`src/rtl/layer_out_serializer.sv`:
```
// layer_out_serializer: captures a layer's parallel neuron outputs and streams them one word per cycle, with a one-frame shadow buffer.
module layer_out_serializer #(
    parameter int numNeurons = 30,
    parameter int dataWidth  = 16
) (
    input  logic                             clk,
    input  logic                             rst,
    input  logic [numNeurons*dataWidth-1:0]  neuron_out,
    input  logic [numNeurons-1:0]            neuron_valid,
    output logic [dataWidth-1:0]             out_data,
    output logic                             out_valid,
    output logic                             busy,
    output logic                             overrun,
    output logic                             valid_mismatch
);
    localparam int IW = $clog2(numNeurons);
    localparam logic [IW-1:0] LAST = IW'(numNeurons - 1);
    typedef enum logic {IDLE, STREAM} state_t;
    typedef logic [numNeurons-1:0][dataWidth-1:0] frame_t;
    state_t               state_q, state_d;
    logic [IW-1:0]        idx_q, idx_d;
    frame_t               active_q, active_d, shadow_q, shadow_d;
    logic                 shadow_full_q, shadow_full_d;
    logic [dataWidth-1:0] out_data_q, out_data_d;
    logic                 out_valid_q, out_valid_d, busy_q, busy_d;
    logic                 overrun_q, overrun_d, mismatch_q, mismatch_d;
    logic                 cap, last;
    assign cap = neuron_valid[0];
    assign last = idx_q == LAST;
    always_comb begin
        state_d       = state_q;
        idx_d         = idx_q;
        active_d      = active_q;
        shadow_d      = shadow_q;
        shadow_full_d = shadow_full_q;
        overrun_d     = overrun_q;
        mismatch_d    = mismatch_q | ((|neuron_valid) & ~(&neuron_valid));
        out_valid_d   = state_q == STREAM;
        out_data_d    = out_valid_d ? active_q[idx_q] : '0;
        busy_d        = (state_q == STREAM) | shadow_full_q;
        if (state_q == IDLE) begin
            if (cap) begin
                active_d = frame_t'(neuron_out);
                idx_d    = '0;
                state_d  = STREAM;
            end
        end else if (last) begin
            // a held shadow frame takes priority; a same-cycle capture then refills the shadow
            if (shadow_full_q) begin
                active_d = shadow_q;
                idx_d    = '0;
                if (cap) shadow_d = frame_t'(neuron_out);
                else shadow_full_d = 1'b0;
            end else if (cap) begin
                active_d = frame_t'(neuron_out);
                idx_d    = '0;
            end else begin
                state_d = IDLE;
            end
        end else begin
            idx_d = idx_q + 1'b1;
            if (cap && shadow_full_q) overrun_d = 1'b1;
            else if (cap) begin
                shadow_d      = frame_t'(neuron_out);
                shadow_full_d = 1'b1;
            end
        end
    end
    always_ff @(posedge clk or negedge rst) begin
        if (!rst) begin
            state_q       <= IDLE;
            idx_q         <= '0;
            shadow_full_q <= 1'b0;
            out_data_q    <= '0;
            out_valid_q   <= 1'b0;
            busy_q        <= 1'b0;
            overrun_q     <= 1'b0;
            mismatch_q    <= 1'b0;
        end else begin
            state_q       <= state_d;
            idx_q         <= idx_d;
            shadow_full_q <= shadow_full_d;
            out_data_q    <= out_data_d;
            out_valid_q   <= out_valid_d;
            busy_q        <= busy_d;
            overrun_q     <= overrun_d;
            mismatch_q    <= mismatch_d;
        end
    end
    always_ff @(posedge clk) begin
        active_q <= active_d;
        shadow_q <= shadow_d;
    end
    assign out_data       = out_data_q;
    assign out_valid      = out_valid_q;
    assign busy           = busy_q;
    assign overrun        = overrun_q;
    assign valid_mismatch = mismatch_q;
endmodule
```
`config.mk`:
```
export PLATFORM = sky130hd
export DESIGN_NAME = layer_out_serializer
export DESIGN_NICKNAME = d
export VERILOG_FILES = /design/src/rtl/layer_out_serializer.sv
export SDC_FILE = /design/constraint.sdc
export NUM_CORES = 1
export LEC_CHECK = 0
export ABC_AREA = 1
export CORE_MARGIN = 8
export CORE_UTILIZATION = 57
export DETAILED_ROUTE_END_ITERATION = 6
export GPL_TIMING_DRIVEN = 0
export PLACE_DENSITY = 0.81
export SLEW_MARGIN = 15
export SYNTH_ARGS = -nofsm -noshare
export SYNTH_HDL_FRONTEND = slang
export SYNTH_SLANG_ARGS = --single-unit
```
`constraint.sdc`:
```
create_clock -name clk -period 30.1 [get_ports clk]
set_clock_uncertainty 0.1 [all_clocks]
set_input_delay 3.01 -clock clk [delete_from_list [all_inputs] [get_ports clk]]
set_output_delay 3.01 -clock clk [all_outputs]
set_load 0.01 [all_outputs]
```
After elaboration in Yosys (flattened, before gate mapping)
Index checks and enable logic that the tools add are counted.
Cells by class
  equal/unequal tests: 4
  order comparisons: 1
  $add $sub $neg: 1
  reduce and logical (&&, ||, !) cells: 7
  bitwise operators: 5
  multiplexer cells: 23
Operators with widths (number)
  480-bit 2-to-1 mux: 8
  16-bit binary-select mux with 5-bit select: 1
  16-bit 2-to-1 mux: 2
  30-bit AND reduction: 1
  30-bit OR reduction: 1
  5-bit 2-to-1 mux: 4
  3-bit AND reduction: 3
  1-bit 2-to-1 mux: 8
  5-bit by 6-bit < comparator with 1-bit output, second input constant: 1
  5-bit by 1-bit adder with 5-bit output, second input constant: 1
  5-bit == test, second input constant: 1
  2-bit inequality test, second input constant: 2
  2-bit by 1-bit inequality test with 1-bit output, second input constant: 1
  1-bit NOT: 2
  1-bit bitwise OR: 2
  2-bit nonzero test: 1
  1-bit AND: 1
  1-bit logical AND: 1
Word-level totals
  output and inout bits: 20
  flip-flop bits (word level): 987
  logic and storage cells: 109
  input port bits: 512

Depth between registers and ports, before layout
  word-level depth: 4
  depth in mapped cells: 11
  depth with buffers taken out: 9

Least setup slack after synthesis
OpenSTA, ideal clock, no wires.
  path kind: input port to flip-flop
  start point: in neuron_valid[0]
  end point: reg shadow_q[0] (netlist name), enable pin
  required time: 28512 ps
  cell stages on the path: 6
  setup slack: 1818 ps
  buffers on the path: 2
  arrival: 26693 ps
  cell sequence: buf_2 -> clkbuf_1 -> nand2_1 -> inv_1 -> o21ai_0 -> a21oi_1
On the way
  longest elaborated chain between the ends: 3
RTL lines
  from (decl): RTL line 9  | input logic [numNeurons-1:0] neuron_valid,
  1-bit logical AND: RTL line 62  | if (cap && shadow_full_q) overrun_d = 1'b1;
  2-bit inequality test (no line)
  3-bit AND reduction (no line)
  to (signal assigned): RTL line 92  | shadow_q <= shadow_d;
  to (decl): RTL line 22  | frame_t active_q, active_d, shadow_q, shadow_d;
No other way between the ends.
A chain may end at the register's enable or synchronous reset.

Worst setup path in the final report
  start point: in neuron_valid[0]
  end point: reg shadow_q[360] (netlist name), enable pin
The elaborated chain is that of the path after synthesis.

==> metrics.txt <==
status=complete, no violations; CTS Buffer Depth=3; row count=103; Final ANT Viol Nets=0; Synth Warn #=0; FFs w/ async S/R, synth=2.74%; iteration count of the initial detailed-routing pass=6; first-pass GRT wire length=232 mm; post-synthesis sequential area ratio=64.7%; Max Fclk=0.164 GHz; worst slew pin tran=895 ps; end of the worst hold path=valid_mismatch; core area=79100 sq um; met2 WL=72.6 mm; R2R Path Start=idx_q[1]; Top Layer Used=met5; # port buffers=531; Tot Pwr=4.35 mW; starting density of the core=57.6%; Max IR drop VDD=0.0550 mV; post-DP HPWL=116 mm; # resized after CTS=0; largest cells by area after synthesis=edfxtp_1 63%, a21oi_1 9.2%, nor2_1 8.1%; Yosys top cell by area=edfxtp_1; Post-synth EDFFs=960; flop2flop setup slack=25810 ps; CP arrival=6360 ps; worst r2r dst=active_q[360]; Cell Area, Placed=53200 sq um; Max H-tree Level=3; Area growth syn-to-layout=24.2%; Avg WL per Cell=24.2 microns; register bit total from synthesis=987; MaxCap Viol Count=0; I/O pins=532; routability cong.=0.997; Synth top area share=63.2%; CTS Sinks=987; die span in y=299 microns; DR vias/cell=5.94; Pwr Density=76.7 nW/um^2; CTS tree=yes; Worst Setup Path Type=input port to register; critical path peak fanout=23; DRT iter0 DRCs=5546; HP Class=register to register; Cell Area, Synth=45600 sq um; vias in the first global route=37.7k; Primary FF master, synth=edfxtp_1; Worst setup SP type=input port; # setup viols final=0; Hold Crit Depth=2; clk_lat worst skew=670 ps; synth unique cells=29; cells after synthesis=4726; die area=89300 sq um; Final Slew Violations=0; root buffer cell=clkbuf_16; syn_nets=5240; Syn Area/Cell=9.65 sq um; setup bufs post-CTS=0; met3 wire length=19.2 mm; layout cells sized above 1=6.84%; largest net degree at the start of global routing=57; Total Wirelength=159 mm; DIE WIDTH=299 microns; total grt overflow=0; Worst-path clk slew=60 ps; post-route cell area=56700 sq um; initial antenna violation count=56; Hold Startpoint=valid_mismatch; fin util=71.6%; vias=39.1k; RSZ-0062 raised after global routing=false; Static Leak=21.9 nW; Final min period=6110 ps; Met1 Wirelength=57.7 mm; Critical Path Sink Type=register; total track usage=34.0%; hold_buf cts=0; worst reg-to-reg path cell count=10; crit share post-route=20.3%; CTS Buf Count=103; Hold Vio Cnt, Final=0; # DRC=0; Nets=5912; relative slew slack=40.4%; Req. time, crit path=30360 ps
cell usage after synthesis, types with 6 or more instances:
master,n
nand4_1,6
buf_1,17
inv_1,411
buf_6,11
o211ai_1,32
dfrtp_1,27
nor2_1,981
a21oi_1,834
buf_2,159
nand2_1,798
nand3_1,230
a31oi_1,82
o21ai_0,37
edfxtp_1,960
clkbuf_1,119
cell families (layout without fill, tap and decap cells):
family / Yosys count / after routing / synth area share (%)
flops: 987 / 987 / 64.7
xor+xnor: 2 / 2 / 0.0384
buf+inv: 726 / 1485 / 6.63
other cells: 0 / 39 / 0
fa+ha+maj: 2 / 2 / 0.0549
simple gates: 2021 / 2021 / 17.3
compound gates: 988 / 988 / 11.3
metrics by stage:
stage / hold WS, ps / setup TNS [ps] / instances / setup slack, ps
floorplan: 249 / 0 / 4726 / 1820
global placement: 353 / -5550310 / 6307 / -11610
detailed placement: 355 / 0 / 6343 / 23390
CTS: 378 / 0 / 6535 / 24090
global route: 407 / 0 / 6560 / 23860
finish: 374 / 0 / 6574 / 23990
worst max-delay path by stage:
stage / end / cells past startpoint / from / slack (ps)
after floorplan: shadow_q[0] / 6 / neuron_valid[0] / 1820
after global placement: shadow_q[360] / 7 / neuron_valid[0] / -11610
after detailed placement: shadow_q[374] / 12 / neuron_valid[0] / 23390
after CTS: shadow_q[374] / 12 / neuron_valid[0] / 24090
after global routing: shadow_q[360] / 12 / neuron_valid[0] / 23860
final: shadow_q[360] / 12 / neuron_valid[0] / 23990
per-layer routing:
metal | track usage (%) | vias to the layer above
li1 | - | 17400
met1 | 44.3 | 18400
met2 | 52.5 | 2821
met3 | 8.61 | 471
met4 | 18.5 | 30
met5 | 0 | -
flip-flops by register name (all words and copies together) (netlist names):
register / count
busy: 1
active_q: 480
out_data: 16
out_valid_d: 1
out_valid: 1
overrun: 1
idx_q: 5
valid_mismatch: 1
shadow_q: 480
shadow_full_q: 1
power by group:
part	total, mW	leakage [nW]	internal [mW]	switching [mW]
clock	1.29	1.65	0.740	0.552
sequential	1.71	8.95	1.67	0.0422
combinational	1.34	11.3	0.395	0.949
total	4.35	21.9	2.80	1.54
cell type report:
type	count	area, sq um
Antenna cell	39	97.6
Buffer	310	1460
Clock buffer	130	2780
Clock inverter	62	592
Fill cell	5732	22500
Inverter	416	1560
Multi-Input combinational cell	3013	13100
Sequential cell	987	29500
Tap cell	1050	1310
Timing Repair Buffer	567	6240
placed cells by master (no fill, tap or decap), types with 2 or more instances in the layout:
master           count
clkbuf_16          104
edfxtp_1           960
buf_8                2
inv_6                4
clkinv_8             2
buf_2              160
clkinv_4             2
buf_12               5
nand4_1              6
buf_6               11
dfrtp_1             27
o21ai_0             37
clkinvlp_4           5
nor2_1             981
bufinv_16           10
buf_1               17
ha_1                 2
nand2_1            797
inv_1              411
inv_2                3
buf_16              29
a31oi_1             82
clkdlybuf4s50_1    530
diode_2             39
buf_4                4
or2_2                2
a21oi_1            833
clkbuf_1           137
clkinv_1            22
clkinv_2            18
o211ai_1            32
clkbuf_8             8
nand3_1            230
nor3_1               2
critical path: stages:
cell	delay (ps)
clkdlybuf4s50_1	510
buf_2	340
clkbuf_1	530
nand2_1	110
inv_1	100
o21ai_0	130
a21oi_4	560
buf_16	240
buf_16	190
buf_12	200
buf_16	200
buf_16	200
Power figures use the tool's default switching activity.
